File: src/rtl/clk_div_pkg.sv
// Shared types and helpers for the multi-channel clock-enable divider.
package clk_div_pkg;
  localparam int DIV_W = 8;
  typedef logic [DIV_W-1:0] div_t;
  localparam div_t DIV_DISABLED = '0;

  // Widened by one bit so the maximum divisor does not overflow.
  function automatic logic [DIV_W:0] half_high(input div_t d);
    return ({1'b0, d} + (DIV_W+1)'(1)) >> 1;
  endfunction
endpackage

File: src/rtl/clk_div_channel.sv
// One divider channel: counter, active divisor and a shadow divisor that is
// applied at a period boundary, while disabled, or on sync.
module clk_div_channel
  import clk_div_pkg::*;
#(
  parameter int DIV_W       = 8,
  parameter int DEFAULT_DIV = 2
) (
  input  logic             clk,
  input  logic             reset,
  input  logic             load,
  input  logic [DIV_W-1:0] load_div,
  input  logic             sync,
  output logic             ce,
  output logic             div_clk,
  output logic             pending
);
  typedef logic [DIV_W-1:0] cdiv_t;
  localparam cdiv_t DEF = cdiv_t'(DEFAULT_DIV);
  localparam cdiv_t DIS = cdiv_t'(DIV_DISABLED);

  cdiv_t      cnt_q, cnt_d;
  cdiv_t      active_q, active_d;
  cdiv_t      shadow_q, shadow_d;
  logic       pending_q, pending_d;
  logic       ce_q, ce_d;
  logic       clk_q, clk_d;
  logic       enabled, period_end, apply;
  logic [DIV_W:0] half;

  always_comb begin
    enabled    = (active_q != DIS);
    period_end = enabled && (cnt_q == active_q - cdiv_t'(1));
    half       = ({1'b0, active_q} + (DIV_W+1)'(1)) >> 1;

    ce_d  = period_end;
    clk_d = enabled && ({1'b0, cnt_q} < half);

    // Sync uses the shadow as it stood before this cycle's write.
    apply    = pending_q && (sync || period_end || !enabled);
    active_d = apply ? shadow_q : active_q;

    cnt_d = cnt_q + cdiv_t'(1);
    if (sync || apply || period_end || !enabled) cnt_d = '0;

    shadow_d  = load ? load_div : shadow_q;
    pending_d = load || (pending_q && !apply);
  end

  always_ff @(posedge clk) begin
    if (reset) begin
      cnt_q     <= '0;
      active_q  <= DEF;
      shadow_q  <= DEF;
      pending_q <= 1'b0;
      ce_q      <= 1'b0;
      clk_q     <= 1'b0;
    end else begin
      cnt_q     <= cnt_d;
      active_q  <= active_d;
      shadow_q  <= shadow_d;
      pending_q <= pending_d;
      ce_q      <= ce_d;
      clk_q     <= clk_d;
    end
  end

  assign ce      = ce_q;
  assign div_clk = clk_q;
  assign pending = pending_q;
endmodule

File: src/rtl/clock_enable_divider.sv
// Multi-channel runtime-programmable clock divider producing enable strobes
// and divided square waves; config writes are decoded to one channel.
module clock_enable_divider
  import clk_div_pkg::*;
#(
  parameter int NUM_CH      = 4,
  parameter int DIV_W       = 8,
  parameter int DEFAULT_DIV = 2,
  localparam int CH_W       = (NUM_CH > 1) ? $clog2(NUM_CH) : 1
) (
  input  logic              clk,
  input  logic              reset,
  input  logic              i_cfg_valid,
  input  logic [CH_W-1:0]   i_cfg_ch,
  input  logic [DIV_W-1:0]  i_cfg_div,
  output logic              o_cfg_ready,
  input  logic              i_sync,
  output logic [NUM_CH-1:0] o_pending,
  output logic [NUM_CH-1:0] o_ce,
  output logic [NUM_CH-1:0] o_clk
);
  logic [NUM_CH-1:0] load;

  assign o_cfg_ready = !reset;

  for (genvar c = 0; c < NUM_CH; c++) begin : g_ch
    // Channel numbers past NUM_CH match no instance, so such writes drop.
    assign load[c] = i_cfg_valid && o_cfg_ready && (i_cfg_ch == CH_W'(c));

    clk_div_channel #(
      .DIV_W       (DIV_W),
      .DEFAULT_DIV (DEFAULT_DIV)
    ) u_ch (
      .clk      (clk),
      .reset    (reset),
      .load     (load[c]),
      .load_div (i_cfg_div),
      .sync     (i_sync),
      .ce       (o_ce[c]),
      .div_clk  (o_clk[c]),
      .pending  (o_pending[c])
    );
  end
endmodule
File: config.mk
export PLATFORM = sky130hd
export DESIGN_NAME = clock_enable_divider
export DESIGN_NICKNAME = d
export VERILOG_FILES = /design/src/rtl/clk_div_pkg.sv /design/src/rtl/clk_div_channel.sv /design/src/rtl/clock_enable_divider.sv
export SDC_FILE = /design/constraint.sdc
export NUM_CORES = 1
export LEC_CHECK = 0
export CAP_MARGIN = 20
export CORE_UTILIZATION = 50
export DETAILED_ROUTE_END_ITERATION = 10
export PLACE_DENSITY = 0.68
export REMOVE_ABC_BUFFERS = 1
export SETUP_SLACK_MARGIN = 0.4
export SLEW_MARGIN = 10
export SYNTH_ARGS = -nofsm -noshare
export SYNTH_HDL_FRONTEND = slang
export SYNTH_SLANG_ARGS = --single-unit
File: constraint.sdc
create_clock -name clk -period 6.9 [get_ports clk]
set_input_delay 1.38 -clock clk [delete_from_list [all_inputs] [get_ports clk]]
set_output_delay 1.38 -clock clk [all_outputs]
set_load 0.005 [all_outputs]
---- After elaboration in Yosys (flattened, before gate mapping) ----
Index checks and enable logic that the tools add are counted.
operators by class
  eq/ne operators ......................... 7
  magnitude comparators ................... 4
  reductions and logical operators ........ 63
  add/subtract/negate cells ............... 12
operators with widths
  cell                                                                 count
  8-bit by 1-bit adder with 9-bit output (second input constant)       4
  8-bit by 1-bit adder with 8-bit output (second input constant)       4
  8-bit == test                                                        4
  8-bit < comparator                                                   4
  8-bit nonzero test                                                   4
  8-bit by 1-bit subtractor with 8-bit output (second input constant)  4
  1-bit logical OR                                                     24
  1-bit logical AND                                                    21
  1-bit logical NOT                                                    9
  2-bit OR reduction                                                   4
  2-bit == test (second input constant)                                2
  2-bit by 1-bit == test with 1-bit output (second input constant)     1
  2-bit logical NOT                                                    1
word-level totals
  word-level logic and storage cells ...... 110
  input bits .............................. 14
  register bits ........................... 108
  output and inout bits ................... 13

---- Depth between registers and ports, before layout ----
Gate-level depths: netlist of the first run.
  depth after elaboration ................. 10
  gate-level depth with buffers ........... 12
  mapped depth without buffers ............ 9

---- By module ----
A second synthesis of the first run with hierarchy kept.
second synthesis, totals
  cells, all modules ...................... 653
  area total of the unflattened synthesis .. 6,206.0 um^2
by module, submodules not included
  module                cells an instance  times used  area each (um^2)  seq. area each (um^2)
  clk_div_channel       162                4           1,537.7           540.5
  clock_enable_divider  5                  1           55.1              0.0

---- Least setup slack after synthesis of the first run ----
No wires, ideal clock.
  path type ............................... input to output
  start ................................... input port reset
  end ..................................... output port o_cfg_ready
  slack ................................... 3.523 ns
  data required time ...................... 5.520 ns
  path buffers ............................ 2
  stages .................................. 3
  arrival time ............................ 1.997 ns
  path through ............................ clkbuf_1 -> clkinv_1 -> clkbuf_1
on the way
  word-level cells in the longest chain between the ends .. 1
RTL lines
  item               RTL line                    RTL
  from (decl)        clock_enable_divider.sv:12  input logic reset,
  1-bit logical NOT  clock_enable_divider.sv:24  assign o_cfg_ready = !reset;
  to (decl)          clock_enable_divider.sv:16  output logic o_cfg_ready,
Every way passes these cells.

---- Worst setup path after layout of the first run ----
Ends and elaborated chain as after synthesis.

==> impl_metrics.json, run 1 <==
{
  "io_pins": 27,
  "numCtsBuffers": 9,
  "p_comb_frac": 0.073,
  "synth_cell_types": 60,
  "fin_crit_sh": 0.579,
  "clock-root-buffer": "clkbuf_16",
  "cp-start-kind": "input port",
  "via_per_inst": 5.53,
  "ys_ff_latch": 108,
  "wl_microns": 13000,
  "p_switching_uw": 302,
  "fin_skew_ns": 0.00801,
  "drtAntennaViolNets": 0,
  "slew_headroom": 0.412,
  "synthCells": 746,
  "synth.most_common_cell": "dfxtp_1",
  "dieArea_sq_mm": 0.0129,
  "clkPwrFrac": 0.431,
  "crit_buf_inv": 4,
  "n_antenna_cell": 0,
  "dr.first_iter.drc_count": 357,
  "synth_top_area_frac": 0.346,
  "intPower_uw": 1000,
  "synth.area.top_cells": "dfxtp_1, ha_1, xor2_1, nand2_1, mux2i_1",
  "period_minus_slack_ns": 3.99,
  "ctsHoldBuffers": 0,
  "ys_async_sr_fraction": 0,
  "crit_required_ns": 5.52,
  "antenna_found_initial": 0,
  "core_area_sq_mm": 0.0121,
  "vias": 4953,
  "drive_above_1_share": 0.0453,
  "grt_overflow": 0,
  "start_util": 0.515,
  "setup_tns_ns": 0,
  "dpl.hpwl_microns": 9310,
  "vdd_drop_max_uv": 116,
  "worst_hold_path.num_cells": 2,
  "hold_path.class": "reg -> reg",
  "cp.depth": 4,
  "cp_top_family": "buffers and inverters",
  "path_class": "in -> out",
  "synth_ff_type": "dfxtp_1",
  "cts_max_path_buffers": 2,
  "synth_common_cells": "dfxtp_1, nand2_1, nor2_1",
  "postCtsSetupBuffers": 0,
  "ys_seq_area_frac": 0.346,
  "syn_to_final_growth_pct": 8.10,
  "rsz0062_at_grt": "false",
  "p_sw_frac": 0.232,
  "power.density_mw_per_mm2": 193,
  "place_congestion": 0.812,
  "finalInstanceArea_sq_mm": 0.00675,
  "synth.largest_area_cell": "dfxtp_1",
  "cap_violations": 0,
  "end_kind": "output pin",
  "ys_warn_count": 0,
  "port_buffers": 26,
  "slowest_delay_ns": 0.49,
  "grt_use_total": 0.215,
  "placed_cell_area_sq_mm": 0.00642,
  "crit_chain": "buf_2 > buf_4 > clkinv_1 > clkdlybuf4s50_1",
  "grt_max_degree": 63,
  "hold_viol_final": 0,
  "slowest_stage": "buf_4",
  "critPathMaxFanout": 62,
  "slew_viol_final": 0,
  "power_frac_seq": 0.496,
  "rows": 40,
  "reg2regPathDepth": 9,
  "clk_pin_slew_worst_paths_ns": 0.08,
  "grt_pass1_wl_microns": 22200,
  "tightest_slew_ns": 0.878,
  "setup_viol": 0,
  "wire_per_inst_microns": 14.5,
  "grt_pass1_vias": 4739,
  "clock.fmax_mhz": 250,
  "synth_enable_flop_cells": 0,
  "clk_latency_ns": 0.36,
  "cts_resized": 0,
  "cts_tree": "built",
  "p_leak_uw": 0.00258,
  "fp.dieH_microns": 114,
  "cts.sinks": 108,
  "outcome": "finished clean",
  "die_w_microns": 114,
  "cp.arrival_ns": 2.61,
  "layout.nets": 781,
  "cts_max_level": 3,
  "syn_area_per_cell_sq_um": 8.37,
  "drtPass1Iterations": 5,
  "drcViolationCount": 0,
  "synth_area_sq_mm": 0.00624
}
## path summary, 6_finish.rpt
path	endpoint	slack, ns	startpoint
max	o_cfg_ready	2.91	reset
min	g_ch[1].u_ch.active_q[2]	0.46	g_ch[1].u_ch.shadow_q[2]
max reg2reg	g_ch[1].u_ch.active_q[3]	3.65	g_ch[1].u_ch.active_q[0]
min reg2reg	g_ch[1].u_ch.active_q[2]	0.46	g_ch[1].u_ch.shadow_q[2]
## placed cells by master, fill, tap and decap left out, types with 4 or more instances in the layout
cell             synthesis  routed
dfxtp_1                108     108
nand2_1                 94      94
nor2_1                  72      72
xor2_1                  46      46
nand3_1                 46      46
ha_1                    44      44
xnor2_1                 35      35
mux2i_1                 32      32
a21oi_1                 30      30
clkdlybuf4s50_1          0      25
inv_1                   16      16
nor3_1                  14      14
nand2b_1                12      12
and3_1                  11      11
a21o_1                  11      11
and2_1                  10      10
o21ai_0                  9       9
clkbuf_16                0       9
nor2b_1                  7       7
nand4_1                  6       6
o211ai_1                 6       6
a22oi_1                  6       6
or2_2                    5       5
nor4_1                   5       5
a211oi_1                 4       4
## metal layers
layer / GRT usage / part of all wire
met1: 0.286 / 0.49
met3: 0.0367 / 0.039
met5: 0 / 0
met2: 0.343 / 0.45
met4: 0.0921 / 0.019
## power by group through the flow
stage | logic, uW | clock network (uW) | registers, uW
2_1_floorplan | 52.7 | 0 | 658
3_3_place_gp | 93.2 | 0 | 660
3_5_place_dp | 94.9 | 0 | 660
4_1_cts | 95.6 | 575 | 645
5_1_grt | 106 | 603 | 647
6_report | 95.3 | 561 | 646
## per-stage QoR
stage / instances / utilization / hold slack [ns] / worst slack (ns) / total power (uW)
floorplan: 684 / - / 0.430 / 3.78 / 711
global placement: 880 / 0.530 / 0.444 / 2.90 / 753
detailed placement: 880 / 0.530 / 0.450 / 2.90 / 755
CTS: 896 / 0.557 / 0.459 / 2.89 / 1320
global route: 896 / 0.557 / 0.486 / 2.76 / 1360
finish: 896 / 0.557 / 0.455 / 2.91 / 1300
## flip-flops by register name (all words and copies together), names as in the netlist
register / flops
g_ch.u_ch.shadow_q: 32
g_ch.u_ch.ce: 4
g_ch.u_ch.pending: 4
g_ch.u_ch.cnt_q: 32
g_ch.u_ch.active_q: 32
g_ch.u_ch.div_clk: 4
## worst register-to-register path, delay by kind of cell, from the launching register on
kind	cells	cell delay [ns]
buffers and inverters	1	0.11
AOI/OAI and AO/OA	5	1.51
adders and majority gates	1	0.31
DFF	1	0.54
muxes	1	0.25
and+or+nand+nor	1	0.47
## cell families after synthesis
kind of cell	count (synthesis)	synth area share
adder cells (fa/ha/maj)	44	0.0882
AO/OA/AOI/OAI	103	0.115
multiplexers	32	0.0513
buffers and inverters	79	0.0581
XOR/XNOR	81	0.114
AND/OR/NAND/NOR	299	0.227
flip-flops	108	0.346
## layout make-up
class,instances,area (sq um)
repair buffers,28,270
clock buffers,9,225
clock inverters,7,98.8
multi-input cells,559,3720
inverters,17,63.8
flip-flops and latches,108,2160
fillers,1127,5370
well taps,168,210
Note: power is estimated with default switching activity, not from simulation.
==> run 2, diff against run 1 <==
==> constraint.sdc (replaced) <==
create_clock -name clk -period 4.1 [get_ports clk]
set_input_delay 0.82 -clock clk [delete_from_list [all_inputs] [get_ports clk]]
set_output_delay 0.82 -clock clk [all_outputs]
set_load 0.005 [all_outputs]
==> impl_metrics.json, run 2 (synthesis results as in run 1) <==
{
  "outcome": "finished clean",
  "grt_overflow": 0,
  "whs_ns": 0.458,
  "reg_top3": "g_ch.u_ch.active_q: 32 flops, g_ch.u_ch.cnt_q: 32 flops, g_ch.u_ch.shadow_q: 32 flops",
  "fp.dieH_microns": 114,
  "vdd_drop_max_uv": 269,
  "clk_pin_slew_worst_paths_ns": 0.07,
  "die_w_microns": 114,
  "syn_to_final_growth_pct": 7.84,
  "rsz0062_at_grt": "false",
  "power.density_mw_per_mm2": 314,
  "setup_viol": 0,
  "p_switching_uw": 501,
  "layout_common_cells": "dfxtp_1, nand2_1, nor2_1",
  "clkPwrFrac": 0.410,
  "postCtsSetupBuffers": 0,
  "rows": 40,
  "via_per_inst": 5.38,
  "wire_per_inst_microns": 14.4,
  "drcViolationCount": 0,
  "grt_use_met1": 0.282,
  "grt_pass1_vias": 4692,
  "finalInstanceArea_sq_mm": 0.00673,
  "fin_skew_ns": 0.00721,
  "crit_required_ns": 4.39,
  "clk_latency_ns": 0.36,
  "dieArea_sq_mm": 0.0129,
  "cts_resized": 0,
  "dr.first_iter.drc_count": 177,
  "hold_path.class": "reg -> reg",
  "tightest_slew_ns": 1.06,
  "path_class": "reg -> reg",
  "grt_max_degree": 33,
  "p_comb_frac": 0.077,
  "cp-start-kind": "flop",
  "utilization": 0.556,
  "clock-root-buffer": "clkbuf_16",
  "start_util": 0.515,
  "drtAntennaViolNets": 0,
  "place_congestion": 0.854,
  "slew_viol_final": 0,
  "cts_tree": "built",
  "cts_max_level": 3,
  "io_pins": 27,
  "port_buffers": 26,
  "numCtsBuffers": 9,
  "p_leak_uw": 0.00256,
  "power_uw": 2120,
  "cts.sinks": 108,
  "slew_headroom": 0.288,
  "drtPass1Iterations": 4,
  "n_antenna_cell": 0,
  "drive_above_1_share": 0.0479,
  "vias": 4827,
  "wl_microns": 13000,
  "final_common_cell": "dfxtp_1",
  "cts_max_path_buffers": 2,
  "cap_violations": 0,
  "end_kind": "flop",
  "antenna_found_initial": 0,
  "hold_viol_final": 0,
  "period_minus_slack_ns": 3.11,
  "intPower_uw": 1610,
  "power_frac_seq": 0.513,
  "dpl.hpwl_microns": 9490,
  "clock.fmax_mhz": 321,
  "ctsHoldBuffers": 0,
  "grt.met3_usage": 0.0452,
  "core_area_sq_mm": 0.0121,
  "grt_use_total": 0.215,
  "grt_util_met2": 0.348,
  "critPathMaxFanout": 9,
  "top_usage_layer": "met2",
  "layout.nets": 783,
  "p_sw_frac": 0.237,
  "setup_tns_ns": 0,
  "fin_crit_sh": 0.760,
  "r2r_slack_ns": 0.99,
  "grt_pass1_wl_microns": 22100,
  "cp.arrival_ns": 3.40,
  "placed_cell_area_sq_mm": 0.00644
}
run 2: changes by cell type in the layout (fill, tap and decap cells not counted), sizes merged:
| cell | delta |
|---|---|
| clkinvlp | +3 |
| buf | +2 |
| inv | -2 |
| bufinv | -1 |
run 2: layout make-up:
class / count / area, sq um
multi-input cells: 559 / 3720
inverters: 17 / 63.8
clock buffers: 9 / 225
flip-flops and latches: 108 / 2160
clock inverters: 7 / 67.6
fillers: 1154 / 5380
well taps: 168 / 210
repair buffers: 30 / 285
run 2: per-layer routing:
metal / part of all wire / routed length, microns
met1: 0.49 / 6400
met2: 0.45 / 5870
met3: 0.039 / 512
met4: 0.014 / 180
met5: 0 / 0
run 2: power by group through the flow:
| stage | Sequential, uW | Clock [uW] | Combinational, uW |
|---|---|---|---|
| final | 1090 | 867 | 163 |
| after global placement | 1110 | 0 | 159 |
| after floorplan | 1110 | 0 | 88.6 |
| after CTS | 1090 | 895 | 164 |
| after detailed placement | 1110 | 0 | 163 |
| after global routing | 1090 | 935 | 181 |
run 2: worst paths after layout:
check                           cells past startpoint                     start                       end
worst max register to register                      9  g_ch[1].u_ch.active_q[0]  g_ch[1].u_ch.active_q[0]
worst max-delay path                                9  g_ch[1].u_ch.active_q[0]  g_ch[1].u_ch.active_q[0]
worst min register to register                      2  g_ch[0].u_ch.shadow_q[5]  g_ch[0].u_ch.shadow_q[5]
worst min-delay path                                2  g_ch[0].u_ch.shadow_q[5]  g_ch[0].u_ch.shadow_q[5]
run 2: stage by stage:
step,instances,setup slack [ns]
2_1_floorplan,684,1.41
3_3_place_gp,882,1.19
3_5_place_dp,882,1.05
4_1_cts,898,0.993
5_1_grt,898,0.783
6_report,898,0.986
run 2: worst max-delay path: stages, from the launching register on:
cell and delay (ns):
dfxtp_1 0.50, inv_1 0.11, ha_1 0.31, o21ba_2 0.22
a221oi_1 0.28, a41oi_1 0.08, or4_1 0.44, a211oi_1 0.37
o31a_1 0.48, mux2i_1 0.24
